### src/rtl/sram_port_arbiter.sv
// sram_port_arbiter
//   Shares one 32-bit SRAM port between the AHB-SRAM bridge and a secondary
//   master (DMA/loader). The bridge always wins and sees zero added latency.
//   The secondary master gets the port only in cycles the bridge leaves idle.
//   An optional post-reset zero-fill runs before any secondary grant. It is
//   enabled by defining the macro SRAM_ARB_INIT_CLEAR_EN. When the macro is
//   undefined, init_done is a constant 1.
module sram_port_arbiter #(
  parameter int ADDR_W      = 15,
  parameter int DEPTH_WORDS = 8192,
  parameter int WAIT_W      = 8,
  parameter int STARVE_LIM  = 64
) (
  input  logic              HCLK,
  input  logic              HRESET,
  // bridge side
  input  logic              b_cs,
  input  logic [3:0]        b_wen,
  input  logic [ADDR_W-1:0] b_addr,
  input  logic [31:0]       b_wdata,
  output logic [31:0]       b_rdata,
  // secondary master side
  input  logic              s_req,
  input  logic [3:0]        s_wen,
  input  logic [ADDR_W-1:0] s_addr,
  input  logic [31:0]       s_wdata,
  output logic              s_gnt,
  output logic              s_rvalid,
  output logic [31:0]       s_rdata,
  output logic              s_starved,
  output logic              init_done,
  // SRAM macro side
  output logic              ram_cs,
  output logic [3:0]        ram_wen,
  output logic [ADDR_W-1:0] ram_addr,
  output logic [31:0]       ram_wdata,
  input  logic [31:0]       ram_rdata
);

  localparam logic [WAIT_W-1:0] WAIT_MAX   = {WAIT_W{1'b1}};
  localparam logic [WAIT_W-1:0] WAIT_ONE   = WAIT_W'(1);
  localparam logic [WAIT_W-1:0] STARVE_THR = WAIT_W'(STARVE_LIM);

  // Catch an impossible configuration at elaboration time rather than in silicon.
  if (DEPTH_WORDS < 1 || DEPTH_WORDS > (2 ** ADDR_W) || STARVE_LIM >= (2 ** WAIT_W)) begin : g_cfg_check
    $error("sram_port_arbiter: illegal DEPTH_WORDS/STARVE_LIM for ADDR_W/WAIT_W");
  end

  logic              clr_active;  // the zero-fill owns the port this cycle
  logic [ADDR_W-1:0] clr_addr;    // word being zero-filled this cycle

`ifdef SRAM_ARB_INIT_CLEAR_EN
  typedef enum logic {
    ST_CLEAR = 1'b0,
    ST_DONE  = 1'b1
  } state_e;

  localparam logic [ADDR_W-1:0] CLR_LAST = ADDR_W'(DEPTH_WORDS - 1);
  localparam logic [ADDR_W-1:0] CLR_ONE  = ADDR_W'(1);

  state_e            state_q, state_d;
  logic [ADDR_W-1:0] clr_addr_q, clr_addr_d;

  // The fill only uses cycles the bridge leaves free. It is held off while reset is asserted.
  assign clr_active = (state_q == ST_CLEAR) & ~b_cs & ~HRESET;
  assign clr_addr   = clr_addr_q;
  assign init_done  = (state_q == ST_DONE) & ~HRESET;

  // Next-state logic for the zero-fill: advance one word per free cycle and stop after the last word.
  always_comb begin
    // NOTE: every signal assigned here gets a default first. A path that leaves
    // one unassigned would make synthesis infer a latch.
    state_d    = state_q;
    clr_addr_d = clr_addr_q;
    if (clr_active) begin
      if (clr_addr_q == CLR_LAST) begin
        state_d = ST_DONE;
      end else begin
        clr_addr_d = clr_addr_q + CLR_ONE;
      end
    end
  end

  // Zero-fill state register. Every reset restarts the fill from word 0.
  always_ff @(posedge HCLK) begin
    if (HRESET) begin
      state_q    <= ST_CLEAR;
      clr_addr_q <= '0;
    end else begin
      state_q    <= state_d;
      clr_addr_q <= clr_addr_d;
    end
  end
`else
  assign clr_active = 1'b0;
  assign clr_addr   = '0;
  assign init_done  = 1'b1;
`endif

  // A grant is never issued while the bridge, an unfinished fill or reset holds the port.
  assign s_gnt = s_req & ~b_cs & init_done & ~HRESET;

  // Port mux with fixed priority: bridge, then zero-fill, then secondary. An idle port drives all zeros.
  always_comb begin
    ram_cs    = 1'b0;
    ram_wen   = 4'b0000;
    ram_addr  = '0;
    ram_wdata = '0;
    if (b_cs) begin
      ram_cs    = 1'b1;
      ram_wen   = b_wen;
      ram_addr  = b_addr;
      ram_wdata = b_wdata;
    end else if (clr_active) begin
      ram_cs    = 1'b1;
      ram_wen   = 4'b1111;
      ram_addr  = clr_addr;
      ram_wdata = '0;
    end else if (s_gnt) begin
      ram_cs    = 1'b1;
      ram_wen   = s_wen;
      ram_addr  = s_addr;
      ram_wdata = s_wdata;
    end
  end

  // SRAM read data lands one cycle after the select. Both masters see the same bus.
  assign b_rdata = ram_rdata;
  assign s_rdata = ram_rdata;

  logic              rvalid_q, rvalid_d;
  logic [WAIT_W-1:0] wait_q, wait_d;

  // A granted read returns data next cycle. Writes produce no response.
  assign rvalid_d = s_gnt & (s_wen == 4'b0000);

  // Count consecutive cycles the secondary is kept waiting. The count saturates instead of wrapping.
  always_comb begin
    wait_d = wait_q;
    if (!s_req || s_gnt) begin
      wait_d = '0;
    end else if (wait_q != WAIT_MAX) begin
      wait_d = wait_q + WAIT_ONE;
    end
  end

  // Starvation is only reported for visibility. It never throttles the bridge.
  assign s_starved = (wait_q >= STARVE_THR);
  assign s_rvalid  = rvalid_q;

  // Response and wait-count registers. Reset drops a pending rvalid.
  always_ff @(posedge HCLK) begin
    // NOTE: sequential state uses non-blocking assignments only. Then every
    // register samples values from before the edge, whatever order the blocks run in.
    if (HRESET) begin
      rvalid_q <= 1'b0;
      wait_q   <= '0;
    end else begin
      rvalid_q <= rvalid_d;
      wait_q   <= wait_d;
    end
  end

endmodule

### config.mk
export PLATFORM = sky130hd
export DESIGN_NAME = sram_port_arbiter
export DESIGN_NICKNAME = d
export VERILOG_FILES = /design/src/rtl/sram_port_arbiter.sv
export SDC_FILE = /design/constraint.sdc
export NUM_CORES = 1
export LEC_CHECK = 0
export CELL_PAD_IN_SITES_DETAIL_PLACEMENT = 1
export CELL_PAD_IN_SITES_GLOBAL_PLACEMENT = 1
export CORE_ASPECT_RATIO = 2
export CORE_MARGIN = 2
export CORE_UTILIZATION = 12
export DETAILED_ROUTE_END_ITERATION = 8
export GPL_TIMING_DRIVEN = 0
export PLACE_DENSITY = 0.85
export SLEW_MARGIN = 20
export SYNTH_ARGS = -nofsm -noshare
export SYNTH_HDL_FRONTEND = slang
export SYNTH_SLANG_ARGS = --single-unit
### constraint.sdc
create_clock -name HCLK -period 1.7 [get_ports HCLK]
set_clock_uncertainty 0.15 [all_clocks]
set_input_delay 0.17 -clock HCLK [delete_from_list [all_inputs] [get_ports HCLK]]
set_output_delay 0.17 -clock HCLK [all_outputs]
set_load 0.01 [all_outputs]
==> results of run 1 <==
## layout make-up
class                      instances  share of cell area, %
timing repair buffer             229                  53.35
multi-input combinational         95                  19.56
buffer                            76                  15.33
tap                              147                  4.856
sequential                         9                  4.757
clock buffer                       4                  2.081
antenna                            1                0.06607
## worst max-delay path, stage by stage
cell           delay (ps)
dlygate4sd2_1         250
nand2b_4              150
nor2_4                110
buf_4                 130
buf_6                 130
a22o_1                160
buf_2                 140
## power groups by stage
stage | sequential, uW | clock, uW | combinational [uW]
after floorplan | 218 | 0 | 331
after global placement | 218 | 0 | 940
after detailed placement | 218 | 0 | 954
after CTS | 215 | 437 | 889
after global routing | 215 | 444 | 933
final | 215 | 432 | 878
## synthesized netlist by cell type, drive strengths merged (2+ instances only)
cell / count
and4: 3
o21ai: 2
clkbuf: 5
buf: 71
a211oi: 2
a22o: 51
and3: 2
nand3: 3
a21oi: 6
nor2: 3
dfxtp: 9
nand2b: 3
nand2: 3
nor3: 6
## placed cells by master (no fill, tap or decap), types with 2 or more instances in the layout
master           count
clkdlybuf4s50_1    167
buf_4               70
a22o_1              51
buf_2               50
dfxtp_1              9
dlygate4sd2_1        7
buf_6                6
a21oi_1              6
nor3_1               6
clkbuf_2             5
nand2_1              3
nand3_1              3
clkbuf_16            3
nand2b_1             2
and4_1               2
nor2_1               2
and3_1               2
o21ai_0              2
a211oi_2             2
## timing repair
item / in CTS / in global routing
hold endpoints to repair: 0 / 0
setup endpoints to repair: 54 / 0
setup buffers: 4 / 0
gates resized for setup: 223 / 0
## flip-flops by register name, indices dropped and copies added, names as in the netlist
signal	flops
wait_q	8
s_rvalid	1
## layer usage
metal / GRT usage [%] / up-vias / routed length, um / part of all wire [%]
li1: - / 1074 / - / -
met1: 13.66 / 1044 / 3411 / 35
met2: 27.20 / 207 / 5075 / 52
met3: 3.503 / 14 / 1025 / 11
met4: 3.333 / 2 / 188 / 1.9
met5: 0 / - / 11 / 0.11
## stage by stage
stage | hold slack [ps] | worst slack (ps)
after floorplan | 177.2 | 310.4
after global placement | 332.8 | -686.1
after detailed placement | 370.9 | -683.9
after CTS | 356.8 | 114.6
after global routing | 388.2 | 64.31
final | 355.9 | 125.2
## cell families (layout without fill, tap and decap cells)
family | Yosys count | in the layout | share of synthesized area, %
multiplexers | 1 | 1 | 0.6838
adder cells (fa/ha/maj) | 1 | 1 | 0.8546
AO/OA/AOI/OAI | 63 | 63 | 35.90
buffers and inverters | 76 | 309 | 37.09
other | 1 | 2 | 0.2562
flip-flops | 9 | 9 | 12.31
AND/OR/NAND/NOR | 29 | 29 | 12.91
## worst paths after layout
| path | depth (start not counted) | startpoint | slack [ps] | to |
|---|---|---|---|---|
| setup / recovery | 7 | HRESET | 130 | ram_wdata[19] |
| hold / removal | 4 | HRESET | 360 | s_rvalid |
| setup reg to reg | 4 | wait_q[0] | 200 | wait_q[5] |
| hold reg to reg | 2 | wait_q[1] | 380 | wait_q[1] |
==> impl_metrics.ini, run 1 <==
[place]
dp.cells = 551
place_area_um2 = 3890
io_buffers = 224
dp_hpwl_um = 8673
gp_congestion = 0.7605

[detailed_routing]
antenna_left = 0
viasPerCell = 4.173
drc = 0
vias = 2341
wire_per_inst_um = 17.31
finalWirelength_um = 9712
dr.pass1.iters = 4
dr.first_iter.drc_count = 83

[synth]
synth_top_area_share_pct = 33.33
synth_edf_count = 0
ys_ff_latch = 9
async_flop_share_pct = 0
synth.area.top_cells = buf_4 (33%), a22o_1 (31%), dfxtp_1 (12%)
synthDistinctLibCells = 30
yosysWarnings = 0
dominantRegCellSynth = dfxtp_1
synth_area_um2 = 1464
synth_fp_nets = 319
ys_seq_area_share_pct = 12.31
netlist_instances = 180
avgSynthCellArea_um2 = 8.133
yosysTopAreaCell = buf_4

[layout]
final_core_util_pct = 31.42
multiInputGateArea_um2 = 740.7
fill_cells = 1437
syn_to_final_growth_pct = 158.7
nets = 553
final_layout_size_suffix_gt1_share_pct = 33.90
fin_cells = 561
regArea_um2 = 180.2
design_area_um2 = 3787

[critical_path]
critPathKind = primary input to output pin
critPathLaunchType = primary input
crit_required_ps = 1380
cp.arrival_ps = 1250
end_kind = output pin
crit_fanout = 10

[pwr]
p_int_uw = 1105
pwr-share-seq_pct = 14.1
power_frac_clock_pct = 28.3
p_leak_uw = 0.001700
power_density_nw_per_um2 = 402.6
p_sw_uw = 419.7
pwr-share-comb_pct = 57.6
p_total_uw = 1525
p_sw_share_pct = 27.52
ir_drop_mv = 0.2490

[clock_tree]
hold_buffers = 0
clk_path_buf_depth = 2
cts_tree = done
clkLatencyLatePin_ps = 240
h-tree-depth = 1
clkTransAtPathRegs_ps = 40
cts_sinks = 9
cts_root_buf = clkbuf_16
cts_buffers = 3

[sta]
min_period_ps = 1575
slew_violations = 0
fmax_ghz = 0.6350
tns_ps = 0
rsz0062_at_grt = no
post-route-period-util_pct = 92.64
hold_violations = 0
setup-violations-final = 0

[floorplanning]
start_util_pct = 12.15
ios = 258
die_h_um = 160.2
die_w_um = 82.10
rows = 57
die_area_um2 = 13150
fp.coreArea_um2 = 12050

[global_routing]
grt_pass1_wl_um = 13540
overflow = 0
grt_use_total_pct = 13.86
grt_pass1_vias = 2680
grt_max_degree = 11
grt_antenna_before_repair = 2

[hold_path]
worstHoldPathType = primary input to register

[job]
drv_cap = 0

[run_status]
outcome = complete, no violations
(Power assumes the default switching activity.)
==> run 2, diff against run 1 <==
--- a/config.mk
+++ b/config.mk
@@ -12,6 +12,7 @@
 export CORE_UTILIZATION = 12
 export DETAILED_ROUTE_END_ITERATION = 8
 export GPL_TIMING_DRIVEN = 0
+export MAX_ROUTING_LAYER = met4
 export PLACE_DENSITY = 0.85
 export SLEW_MARGIN = 20
 export SYNTH_ARGS = -nofsm -noshare
==> impl_metrics.ini, run 2 (synthesized netlist as in run 1, its figures left out) <==
[global_routing]
grt_antenna_before_repair = 2
grt_pass1_vias = 2695
grt_max_degree = 11
grt_pass1_wl_um = 13500
overflow = 0
grt_use_total_pct = 14.26

[critical_path]
crit_fanout = 10
end_kind = output pin
crit_required_ps = 1380
critPathLaunchType = primary input
cp.arrival_ps = 1260
critPathKind = primary input to output pin

[clock_tree]
cts_root_buf = clkbuf_16
cts_tree = done
clk_path_buf_depth = 2
clkTransAtPathRegs_ps = 40
cts_sinks = 9
cts_buffers = 3
hold_buffers = 0
clkLatencyLatePin_ps = 240
h-tree-depth = 1

[detailed_routing]
viasPerCell = 4.176
antenna_left = 0
vias = 2347
wire_per_inst_um = 17.27
finalWirelength_um = 9706
dr.pass1.iters = 4
dr.first_iter.drc_count = 60
drc = 0

[place]
dp.cells = 551
place_ws_ps = -683.9
io_buffers = 224
dp_hpwl_um = 8673
place_area_um2 = 3890
gp_congestion = 0.7706

[pwr]
p_total_uw = 1524
ir_drop_mv = 0.2490
p_leak_uw = 0.001700
power_density_nw_per_um2 = 402.1

[layout]
final_common_cell = clkdlybuf4s50_1
fin_cells = 562
syn_to_final_growth_pct = 158.9
fill_cells = 1437
largest_reg_flops = 8
final_layout_size_suffix_gt1_share_pct = 33.90
layout_common_cells = clkdlybuf4s50_1 (167), buf_4 (70), a22o_1 (51)
design_area_um2 = 3790
nets = 553
largest_register = wait_q

[floorplanning]
die_w_um = 82.10
die_area_um2 = 13150
rows = 57
start_util_pct = 12.15
ios = 258
fp.coreArea_um2 = 12050
die_h_um = 160.2

[sta]
post-route-period-util_pct = 93.00
rsz0062_at_grt = no
slew_violations = 0
fmax_ghz = 0.6325
min_period_ps = 1581
whs_ps = 357.3
hold_violations = 0
setup-violations-final = 0
fin_ws_ps = 119.0

[job]
drv_cap = 0

[run_status]
outcome = complete, no violations

[hold_path]
worstHoldPathType = primary input to register
-- run 2: power by group --
part           total (uW)  leakage (uW)  internal [uW]  switching (uW)
clock                 431     0.0000382            315             116
sequential            215     0.0000726            213            1.45
combinational         878       0.00159            577             301
-- run 2: cell type report --
cell class | count | area [um2] | share of cell area, %
tap | 147 | 183.9 | 4.853
buffer | 76 | 580.6 | 15.32
antenna | 2 | 5.005 | 0.1321
multi-input combinational | 95 | 740.7 | 19.54
timing repair buffer | 229 | 2021 | 53.32
sequential | 9 | 180.2 | 4.754
clock buffer | 4 | 78.83 | 2.080
-- run 2: through the flow --
| stage | setup TNS [ps] | utilization (%) |
|---|---|---|
| final | 0 | 31.44 |
| after global routing | 0 | 31.44 |
| after CTS | 0 | 31.40 |
| after detailed placement | -30920 | 32.27 |
| after global placement | -31040 | 32.27 |
| after floorplan | 0 | - |
-- run 2: timing repair --
| item | in CTS | in global routing |
|---|---|---|
| hold endpoints to repair | 0 | 0 |
| endpoints found under the setup margin | 54 | 0 |
| setup buffers | 4 | 0 |
| gates resized for setup | 223 | 0 |
-- run 2: metal layers --
layer | up-vias | track usage, % | share of wire (%)
met5 | - | - | 0
met4 | 0 | 3.333 | 2.0
met3 | 12 | 2.994 | 9.6
met2 | 213 | 27.20 | 52
met1 | 1046 | 14.04 | 36
li1 | 1076 | - | -
-- run 2: critical path: stages --
cell and delay, ps:
dlygate4sd2_1 250, nand2b_4 150, nor2_4 110, buf_4 150, buf_6 140, a22o_1 150
buf_2 140
-- run 2: path summary, 6_finish.rpt --
check	startpoint	endpoint	slack (ps)	cells past startpoint
hold reg to reg	wait_q[1]	wait_q[1]	370	2
setup reg to reg	wait_q[0]	wait_q[5]	200	4
hold / removal	HRESET	s_rvalid	360	4
setup / recovery	HRESET	ram_addr[13]	120	7
